$ cat src/rtl/mmio_uart_tx.sv
// mmio_uart_tx: memory-mapped 8N1 UART transmitter on the core's data-memory bus.
// The core stores bytes into a small TX FIFO through a 16-byte register window.
// A baud-timed FSM drains the FIFO and serialises each byte LSB first on tx.
// RD and hit are combinational from A; every other output comes from registered state.
`timescale 1ns/1ps

module mmio_uart_tx #(
    parameter logic [31:0] BASE_ADDR   = 32'h0000_1000,
    parameter int          FIFO_DEPTH  = 8,
    parameter logic [15:0] DEFAULT_DIV = 16'd433
) (
    input  logic        clk,
    input  logic        reset,
    input  logic        WE,
    input  logic [3:0]  BE,
    input  logic [31:0] A,
    input  logic [31:0] WD,
    output logic [31:0] RD,
    output logic        hit,
    output logic        tx,
    output logic        irq
);

    localparam int AW = $clog2(FIFO_DEPTH);
    localparam int CW = AW + 1;

    typedef enum logic [1:0] {
        S_IDLE  = 2'd0,
        S_START = 2'd1,
        S_DATA  = 2'd2,
        S_STOP  = 2'd3
    } state_t;

    // Transmitter state
    state_t         r_state;
    logic [15:0]    r_cnt;
    logic [15:0]    r_period;
    logic [2:0]     r_bit_idx;
    logic [7:0]     r_shift;
    logic           r_tx;

    // FIFO state
    logic [7:0]     r_mem [FIFO_DEPTH];
    logic [AW-1:0]  r_wr_ptr;
    logic [AW-1:0]  r_rd_ptr;
    logic [CW-1:0]  r_count;
    logic           r_overflow;

    // Control register
    logic [15:0]    r_div;
    logic           r_ie;

    // Decode and handshake wires
    logic           w_hit;
    logic [1:0]     w_off;
    logic           w_full;
    logic           w_empty;
    logic           w_bit_end;
    logic           w_pop;
    logic           w_push_req;
    logic           w_push;
    logic           w_clr_ovf;
    logic           w_ctrl_wr;
    logic [31:0]    w_status;
    logic [31:0]    w_ctrl;
    logic [31:0]    w_rd_data;
    logic           w_unused;

    assign w_hit      = (A[31:4] == BASE_ADDR[31:4]);
    assign w_off      = A[3:2];
    assign w_full     = (r_count == CW'(FIFO_DEPTH));
    assign w_empty    = (r_count == CW'(0));
    assign w_bit_end  = (r_cnt == r_period);

    // A store to TXDATA only pushes when the low byte lane is enabled.
    assign w_push_req = WE & w_hit & (w_off == 2'd0) & BE[0];
    assign w_push     = w_push_req & (~w_full | w_pop);
    assign w_clr_ovf  = WE & w_hit & (w_off == 2'd1) & BE[0] & WD[3];
    assign w_ctrl_wr  = WE & w_hit & (w_off == 2'd2);

    // Address bits below the word, the top byte lane and unmapped data bits carry no meaning here.
    assign w_unused   = ^{A[1:0], BE[3], WD[31:17]};

    // The FSM consumes a byte when idle or at the end of a stop bit, provided one is queued.
    always_comb begin
        w_pop = 1'b0;
        case (r_state)
            S_IDLE:  w_pop = ~w_empty;
            S_STOP:  w_pop = w_bit_end & ~w_empty;
            default: w_pop = 1'b0;
        endcase
    end

    // FIFO pointers, occupancy and the sticky overflow flag.
    always_ff @(posedge clk or posedge reset) begin
        if (reset) begin
            r_wr_ptr   <= {AW{1'b0}};
            r_rd_ptr   <= {AW{1'b0}};
            r_count    <= {CW{1'b0}};
            r_overflow <= 1'b0;
        end else begin
            if (w_push) begin
                r_wr_ptr <= r_wr_ptr + AW'(1);
            end
            if (w_pop) begin
                r_rd_ptr <= r_rd_ptr + AW'(1);
            end
            case ({w_push, w_pop})
                2'b10:   r_count <= r_count + CW'(1);
                2'b01:   r_count <= r_count - CW'(1);
                default: r_count <= r_count;
            endcase
            if (w_push_req && !w_push) begin
                r_overflow <= 1'b1;
            end else if (w_clr_ovf) begin
                r_overflow <= 1'b0;
            end
        end
    end

    // FIFO storage; contents are don't-care while the pointers mark them empty.
    always_ff @(posedge clk) begin
        if (w_push) begin
            r_mem[r_wr_ptr] <= WD[7:0];
        end
    end

    // CTRL register, written lane by lane.
    always_ff @(posedge clk or posedge reset) begin
        if (reset) begin
            r_div <= DEFAULT_DIV;
            r_ie  <= 1'b0;
        end else if (w_ctrl_wr) begin
            if (BE[0]) begin
                r_div[7:0] <= WD[7:0];
            end
            if (BE[1]) begin
                r_div[15:8] <= WD[15:8];
            end
            if (BE[2]) begin
                r_ie <= WD[16];
            end
        end
    end

    // Serialiser FSM: the bit period is latched at every bit start so a mid-bit
    // divisor change only affects the following bit.
    always_ff @(posedge clk or posedge reset) begin
        if (reset) begin
            r_state   <= S_IDLE;
            r_cnt     <= 16'd0;
            r_period  <= 16'd0;
            r_bit_idx <= 3'd0;
            r_shift   <= 8'd0;
            r_tx      <= 1'b1;
        end else begin
            case (r_state)
                S_IDLE: begin
                    if (!w_empty) begin
                        r_shift  <= r_mem[r_rd_ptr];
                        r_cnt    <= 16'd0;
                        r_period <= r_div;
                        r_tx     <= 1'b0;
                        r_state  <= S_START;
                    end else begin
                        r_tx     <= 1'b1;
                    end
                end
                S_START: begin
                    if (w_bit_end) begin
                        r_cnt     <= 16'd0;
                        r_period  <= r_div;
                        r_bit_idx <= 3'd0;
                        r_tx      <= r_shift[0];
                        r_state   <= S_DATA;
                    end else begin
                        r_cnt     <= r_cnt + 16'd1;
                    end
                end
                S_DATA: begin
                    if (w_bit_end) begin
                        r_cnt    <= 16'd0;
                        r_period <= r_div;
                        r_shift  <= {1'b0, r_shift[7:1]};
                        if (r_bit_idx == 3'd7) begin
                            r_tx    <= 1'b1;
                            r_state <= S_STOP;
                        end else begin
                            r_tx      <= r_shift[1];
                            r_bit_idx <= r_bit_idx + 3'd1;
                        end
                    end else begin
                        r_cnt    <= r_cnt + 16'd1;
                    end
                end
                S_STOP: begin
                    if (w_bit_end) begin
                        r_cnt    <= 16'd0;
                        r_period <= r_div;
                        if (!w_empty) begin
                            r_shift <= r_mem[r_rd_ptr];
                            r_tx    <= 1'b0;
                            r_state <= S_START;
                        end else begin
                            r_tx    <= 1'b1;
                            r_state <= S_IDLE;
                        end
                    end else begin
                        r_cnt    <= r_cnt + 16'd1;
                    end
                end
                default: begin
                    r_state <= S_IDLE;
                    r_tx    <= 1'b1;
                end
            endcase
        end
    end

    // Register read mux; only STATUS and CTRL return data.
    always_comb begin
        w_status      = 32'd0;
        w_status[0]   = w_full;
        w_status[1]   = w_empty;
        w_status[2]   = (r_state != S_IDLE);
        w_status[3]   = r_overflow;
        w_status[8:4] = 5'(r_count);
        w_ctrl        = {15'd0, r_ie, r_div};
        w_rd_data     = 32'd0;
        if (w_hit) begin
            case (w_off)
                2'd1:    w_rd_data = w_status;
                2'd2:    w_rd_data = w_ctrl;
                default: w_rd_data = 32'd0;
            endcase
        end else begin
            w_rd_data = 32'd0;
        end
    end

    assign RD  = w_rd_data;
    assign hit = w_hit;
    assign tx  = r_tx;
    assign irq = r_ie & w_empty & (r_state == S_IDLE);

endmodule

$ cat config.mk
export PLATFORM = sky130hd
export DESIGN_NAME = mmio_uart_tx
export DESIGN_NICKNAME = d
export VERILOG_FILES = /design/src/rtl/mmio_uart_tx.sv
export SDC_FILE = /design/constraint.sdc
export NUM_CORES = 1
export LEC_CHECK = 0
export BUFFER_PORTS_ARGS = -buffer_cell sky130_fd_sc_hd__clkbuf_2
export CAP_MARGIN = 20
export CELL_PAD_IN_SITES_DETAIL_PLACEMENT = 2
export CELL_PAD_IN_SITES_GLOBAL_PLACEMENT = 2
export CORE_UTILIZATION = 42
export DETAILED_ROUTE_END_ITERATION = 7
export PLACE_DENSITY = 0.86
export SLEW_MARGIN = 20
export SYNTH_ARGS = -nofsm -noshare
export SYNTH_HDL_FRONTEND = slang
export SYNTH_SLANG_ARGS = --single-unit
$ cat constraint.sdc
create_clock -name clk -period 5.9 [get_ports clk]
set_input_delay 1.475 -clock clk [delete_from_list [all_inputs] [get_ports clk]]
set_output_delay 1.475 -clock clk [all_outputs]
set_load 0.005 [all_outputs]
[Word-level counts from Yosys, hierarchy flattened]
Memory sizes are Yosys's and may differ from the RTL's.
Index checks and enable logic that the tools add are counted.
Cells by class
  equality and inequality tests: 18
  add/subtract/negate cells: 6
  reductions and logical operators: 19
  muxes and demuxes: 35
  bitwise operators: 14
Operators with widths (number)
  $mux 16: 4
  $pmux 16 s2: 2
  $pmux 17 s2: 1
  $mux 32: 1
  $eq 28x9->1 const B: 1
  $mux 8: 3
  $pmux 8 s3: 1
  $add 16x1->16 const B: 1
  $eq 16x16->1: 1
  $ne 2x2->1 const B: 6
  $and 1x1->1: 11
  $mux 1: 10
  $mux 2: 5
  $add 3x1->3 const B: 3
  $mux 3: 3
  $eq 2x2->1 const B: 4
  $pmux 2 s4: 1
  $pmux 4 s2: 1
  $reduce_and 2->1: 4
  $reduce_bool 2->1: 4
  $eq 2x1->1 const B: 3
  $pmux 3 s2: 1
  $reduce_and 3->1: 2
  $reduce_and 5->1: 1
  16 further kinds: 18
Word-level totals
  output and inout port bits: 35
  word-level logic and storage cells: 106
  register bits: 74
  RAM bits: 64
  memories: 1
  bits of input ports: 71
Memory list
  r_mem: words 8, width 8, read ports 1, clocked after Yosys merged registers in 0, wr ports 1, line 43  | logic [7:0] r_mem [FIFO_DEPTH];

[Longest topological paths before layout]
Gate-level depths: netlist of the first run.
  depth after elaboration: 9
  depth in mapped cells: 13
  mapped depth without buffers: 13

[Least setup slack after synthesis of the first run]
Ideal clock, no wire load.
  path kind: in2out
  from: input A[13]
  to: output RD[10]
  stages on the path: 5
  slack: 1.823 ns
  data arrival time: 2.602 ns
  cells stage by stage: nor4b_1 nand4_1 nor2_1 clkbuf_1 and3_1
Between the ends
  word-level cells in the longest chain between the ends: 2
RTL lines
  start: declaration: line 16  | input logic [31:0] A,
  $eq 28x9->1: line 69  | assign w_hit = (A[31:4] == BASE_ADDR[31:4]);
  named net hit: line 19  | output logic hit,
  $mux 32: line 230  | if (w_hit) begin
  end: declaration: line 18  | output logic [31:0] RD,
The timed path passes the listed nets, and every way through them passes these cells.

[Worst setup path in the final report of the first run]
  from: input A[6]
  to: output RD[0]
Between the ends
  word-level cells in the longest chain between the ends: 2
RTL lines (line)
  $eq 28x9->1: 69
  $mux 32: 230
Every way passes these cells.

==> results.cfg, run 1 <==
[placed_design]
place.gp.congestion = 0.811
placedInstanceArea_sq_mm = 0.00718
dpl_worst_slack_ns = 0.732
hpwlAfterDp_um = 14200
portBuffers = 72

[clocking]
cts_tree = yes
clock_latency_ns = 0.43
cts_resized = 0
path_clk_slew_ns = 0.06
clk_root_buffer_cell = clkbuf_16
h-tree-depth = 4
cts_setup_buffers = 0
cts.sinks = 138
cts_buffers = 17
cts_hold_buf = 0
clockBufferDepth = 2

[global_routing]
grt_max_degree = 48
grt_usage = 0.275
grt_pass1_vias = 5176
grt_pass1_wl_um = 32100
overflow = 0
antenna_found_initial = 0

[sta]
final.setup.worst_slack_ns = 0.617
finalCritPeriodShare = 0.895
tightest_slew_ns = 1.15
slew_violations = 0
skew_ns = 0.00532
setup_tns_ns = 0
slew_headroom = 0.234
hold_violations = 0
rsz0062_at_grt = no
fin_crit_ns = 5.28
clock.fmax_mhz = 189
finalSetupViolations = 0
fin_hold_ws_ns = 0.492

[synthesis]
yosysWarnings = 0
synth_edf_count = 64
synth_top_area_frac = 0.289
synthTopCellsByCount = 68 x dfrtp_1, 64 x edfxtp_1, 39 x nand2_1
synth_top_family_by_area = multiplexers
synthSimpleGateAreaFrac = 0.113
synth_compound_area_frac = 0.0787
synthesis.area_sq_mm = 0.00664
ys_seq_area_frac = 0.569
synth.avg_cell_area_sq_um = 13.3
synthTopCellsByArea = edfxtp_1 29%, dfrtp_1 26%, mux2_2 5.6%, mux4_2 5.4%, xnor2_1 3.0%
async_flop_share = 0.536
yosysUniqueCellTypes = 61
synthCells = 498
ys.flop_type = dfrtp_1
synth-seq-cells = 138
yosysTopAreaCell = edfxtp_1
synth_most_common_cell = dfrtp_1
synthAdderAreaFrac = 0.0294
synthMuxAreaShare = 0.133
synth_xor_area_frac = 0.0384

[pwr]
combPwrFrac = 0.115
p_int_uw = 1780
swShare = 0.262
p_total_uw = 2420
ir_drop_mv = 0.243
power_density_mw_per_mm2 = 313
p_seq_frac = 0.459
p_leak_uw = 0.00325
switchingPower_uw = 634
p_clk_frac = 0.426

[route]
drcViolationCount = 0
antenna_left = 0
wl_um = 20900
drtPass1Iterations = 4
avgRoutedWirePerCell_um = 26.1
viasPerCell = 5.64
num_vias = 4508
drtIter0Drc = 230

[final_layout]
syn2layout_area_growth_pct = 16.5
fin_area_sq_mm = 0.00774
final_nets = 662
drive_gt1_frac = 0.311
nFillCells = 1480
n_antenna_cell = 0

[floorplanning]
die_area_sq_mm = 0.0163
rows = 45
ioPinCount = 106
die_h_um = 128
initial_core_util = 0.434
core_region_area_sq_mm = 0.0153
die_w_um = 128

[worst_setup_path]
crit_family = simple AND/OR/NAND/NOR gates
crit_chain = clkbuf_2 -> nor4_1 -> nand4_1 -> nor2_1 -> nand2_1 -> nor2_1 -> clkbuf_2
slowest_delay_ns = 0.68
worstSetupPathType = in2out
crit_buf_inv = 2
critPathRequiredTime_ns = 4.43
cp-end-kind = output port
cp-start-kind = primary input
path_max_fanout = 12
worstPathArrival_ns = 3.81
critical-path-slowest-cell = nor2_1

[run]
drv_cap = 0

[status]
outcome = finished clean

[worst_hold_path]
hp-class = reg2reg
cell families (layout without fill, tap and decap cells):
group | Yosys count | in the layout
compound gates | 77 | 77
xor+xnor | 27 | 27
fa+ha+maj | 15 | 15
buf+inv | 46 | 123
flops | 138 | 138
mux | 63 | 63
other cells | 1 | 15
simple gates | 131 | 131
cell type report:
cell class,instances,area (sq um),area share
Clock inverter,14,131,0.0170
Timing Repair Buffer,79,413,0.0534
Clock buffer,18,429,0.0555
Sequential cell,138,3780,0.489
Tap cell,211,264,0.0341
Multi-Input combinational cell,328,2670,0.345
Inverter,12,45.0,0.00582
cell usage in the layout (no fill, tap or decap), drive strengths merged, types with 9 or more instances in the layout:
| cell | instances |
|---|---|
| a22oi | 9 |
| and3 | 15 |
| clkbuf | 90 |
| conb | 15 |
| dfrtp | 68 |
| edfxtp | 64 |
| ha | 14 |
| inv | 12 |
| mux2 | 37 |
| mux2i | 10 |
| mux4 | 16 |
| nand2 | 40 |
| nand4 | 10 |
| nor2 | 25 |
| nor4 | 11 |
| o21ai | 39 |
| xnor2 | 24 |
metrics by stage:
| step | utilization | instances |
|---|---|---|
| 2_1_floorplan | - | 512 |
| 3_3_place_gp | 0.468 | 768 |
| 3_5_place_dp | 0.469 | 768 |
| 4_1_cts | 0.505 | 800 |
| 5_1_grt | 0.505 | 800 |
| 6_report | 0.505 | 800 |
path summary, 6_finish.rpt:
path / from / end / slack (ns) / cells past startpoint
worst max-delay path: A[6] / RD[0] / 0.62 / 7
worst min-delay path: r_shift[5] / r_shift[5] / 0.49 / 2
worst max register to register: r_cnt[6] / r_count[3] / 2.17 / 11
worst min register to register: r_shift[5] / r_shift[5] / 0.49 / 2
max in group asynchronous: reset / r_rd_ptr[0] / 3.65 / 3
min in group asynchronous: reset / r_cnt[5] / 1.13 / 2
routing by layer:
| metal | vias up | track usage | part of all wire | wire, um |
|---|---|---|---|---|
| met5 | - | 0 | 0 | 0 |
| met4 | 0 | 0.0983 | 0.017 | 356 |
| met3 | 28 | 0.0538 | 0.034 | 706 |
| met2 | 82 | 0.481 | 0.53 | 11100 |
| met1 | 2411 | 0.339 | 0.42 | 8680 |
| li1 | 1987 | - | - | - |
worst register-to-register path, stage by stage (launching register included):
cell     delay, ns
dfrtp_1       0.46
xnor2_1       0.30
nand4_2       0.24
nor4_4        0.67
a31oi_4       0.25
or2_2         0.37
inv_1         0.11
ha_1          0.23
a21o_1        0.19
a21o_1        0.20
o31ai_1       0.40
xor2_1        0.22
sequential cells by signal (all words and copies together), names as in the netlist:
| signal | count |
|---|---|
| r_bit_idx | 3 |
| r_cnt | 16 |
| r_count | 4 |
| r_div | 16 |
| r_ie | 1 |
| r_mem | 64 |
| r_overflow | 1 |
| r_period | 16 |
| r_rd_ptr | 3 |
| r_shift | 8 |
| r_state | 2 |
| r_wr_ptr | 3 |
| tx | 1 |
power by group through the flow:
| stage | combinational, uW | clock (uW) | sequential, uW |
|---|---|---|---|
| global route | 301 | 1070 | 1120 |
| global placement | 245 | 0 | 1120 |
| detailed placement | 270 | 0 | 1120 |
| floorplan | 220 | 0 | 1080 |
| finish | 278 | 1030 | 1110 |
| CTS | 282 | 1050 | 1110 |
No activity file was read; power rests on OpenSTA's default activity.
==> run 2, diff against run 1 <==
--- a/config.mk
+++ b/config.mk
@@ -9,9 +9,9 @@
 export CAP_MARGIN = 20
 export CELL_PAD_IN_SITES_DETAIL_PLACEMENT = 2
 export CELL_PAD_IN_SITES_GLOBAL_PLACEMENT = 2
-export CORE_UTILIZATION = 42
+export CORE_UTILIZATION = 40
 export DETAILED_ROUTE_END_ITERATION = 7
-export PLACE_DENSITY = 0.86
+export PLACE_DENSITY = 0.83
 export SLEW_MARGIN = 20
 export SYNTH_ARGS = -nofsm -noshare
 export SYNTH_HDL_FRONTEND = slang
==> results.cfg, run 2 (same netlist as run 1, synthesis figures left out) <==
[status]
outcome = finished clean

[global_routing]
overflow = 0
antenna_found_initial = 0
grt_usage = 0.267
grt_max_degree = 41
grt_pass1_wl_um = 31800
grt_pass1_vias = 5087

[final_layout]
syn2layout_area_growth_pct = 17.1
final_nets = 662
fin_area_sq_mm = 0.00778
top_register = r_mem
nFillCells = 1544
final_cell_mix = 72 x clkbuf_2, 67 x dfrtp_1, 64 x edfxtp_1
largest_reg_flops = 64
n_antenna_cell = 0
drive_gt1_frac = 0.316
final_common_cell = clkbuf_2

[clocking]
cts_hold_buf = 0
cts_tree = yes
cts.sinks = 138
cts_buffers = 17
cts_resized = 0
h-tree-depth = 4
cts_setup_buffers = 0
path_clk_slew_ns = 0.06
clk_root_buffer_cell = clkbuf_16
clockBufferDepth = 2
clock_latency_ns = 0.44

[floorplanning]
die_w_um = 131
die_h_um = 131
ioPinCount = 106
initial_core_util = 0.414
die_area_sq_mm = 0.0171
rows = 46
core_region_area_sq_mm = 0.0161

[worst_setup_path]
cp-start-kind = primary input
critPathRequiredTime_ns = 4.43
path_max_fanout = 12
worstPathArrival_ns = 3.82
cp-end-kind = output port
worstSetupPathType = in2out

[sta]
setup_tns_ns = 0
fin_crit_ns = 5.30
hold_violations = 0
skew_ns = 0.0127
rsz0062_at_grt = no
slew_headroom = 0.232
final.setup.worst_slack_ns = 0.601
finalCritPeriodShare = 0.898
clock.fmax_mhz = 189
tightest_slew_ns = 1.14
finalSetupViolations = 0
slew_violations = 0

[route]
drtIter0Drc = 249
avgRoutedWirePerCell_um = 26.2
viasPerCell = 5.68
drcViolationCount = 0
drtPass1Iterations = 7
num_vias = 4575
antenna_left = 0
wl_um = 21100

[placed_design]
place.gp.congestion = 0.773
placedInstanceArea_sq_mm = 0.00717
dpl_worst_slack_ns = 0.708
portBuffers = 72
hpwlAfterDp_um = 14000

[run]
drv_cap = 0

[pwr]
p_leak_uw = 0.00328
power_density_mw_per_mm2 = 318
ir_drop_mv = 0.215

[worst_hold_path]
hp-class = reg2reg
run 2: path summary, 6_finish.rpt:
kind                         endpoint  slack (ns)  cells after the start       start
setup / recovery                RD[0]        0.60                      7       A[19]
hold / removal             r_shift[7]        0.50                      2  r_shift[7]
setup reg to reg           r_count[3]        2.23                     11   r_cnt[10]
hold reg to reg            r_shift[7]        0.50                      2  r_shift[7]
max in group asynchronous        r_ie        3.69                      3       reset
min in group asynchronous    r_cnt[2]        1.16                      2       reset
run 2: power by group:
part,switching (uW),internal (uW)
registers,64.7,1040
clock network,433,657
logic,143,128
total,641,1830
run 2: per-layer routing:
metal | track usage | up-vias | routed length (um)
met5 | 0 | - | 0
met4 | 0.154 | 0 | 841
met3 | 0.0704 | 60 | 882
met2 | 0.434 | 123 | 10900
met1 | 0.321 | 2403 | 8490
li1 | - | 1989 | -
run 2: final cells by class:
type / instances / area, sq um / area share
clock buffers: 18 / 429 / 0.0552
clock inverters: 14 / 155 / 0.0200
inverters: 12 / 45.0 / 0.00579
multi-input cells: 328 / 2680 / 0.345
flip-flops and latches: 138 / 3780 / 0.486
well taps: 216 / 270 / 0.0348
repair buffers: 79 / 413 / 0.0531
run 2: critical path, cell delays in order:
cell and delay [ns]:
clkbuf_2 0.09, nor4_1 0.40, nand3_1 0.30, nor2_1 0.68
nand2_1 0.40, nor2_1 0.31, clkbuf_2 0.16
run 2: stage by stage:
stage	hold WS, ns	cells	util	total power [uW]
2_1_floorplan	0.449	512	-	1300
3_3_place_gp	0.461	773	0.447	1360
3_5_place_dp	0.481	773	0.447	1390
4_1_cts	0.501	805	0.483	2490
5_1_grt	0.518	805	0.484	2560
6_report	0.497	805	0.484	2470
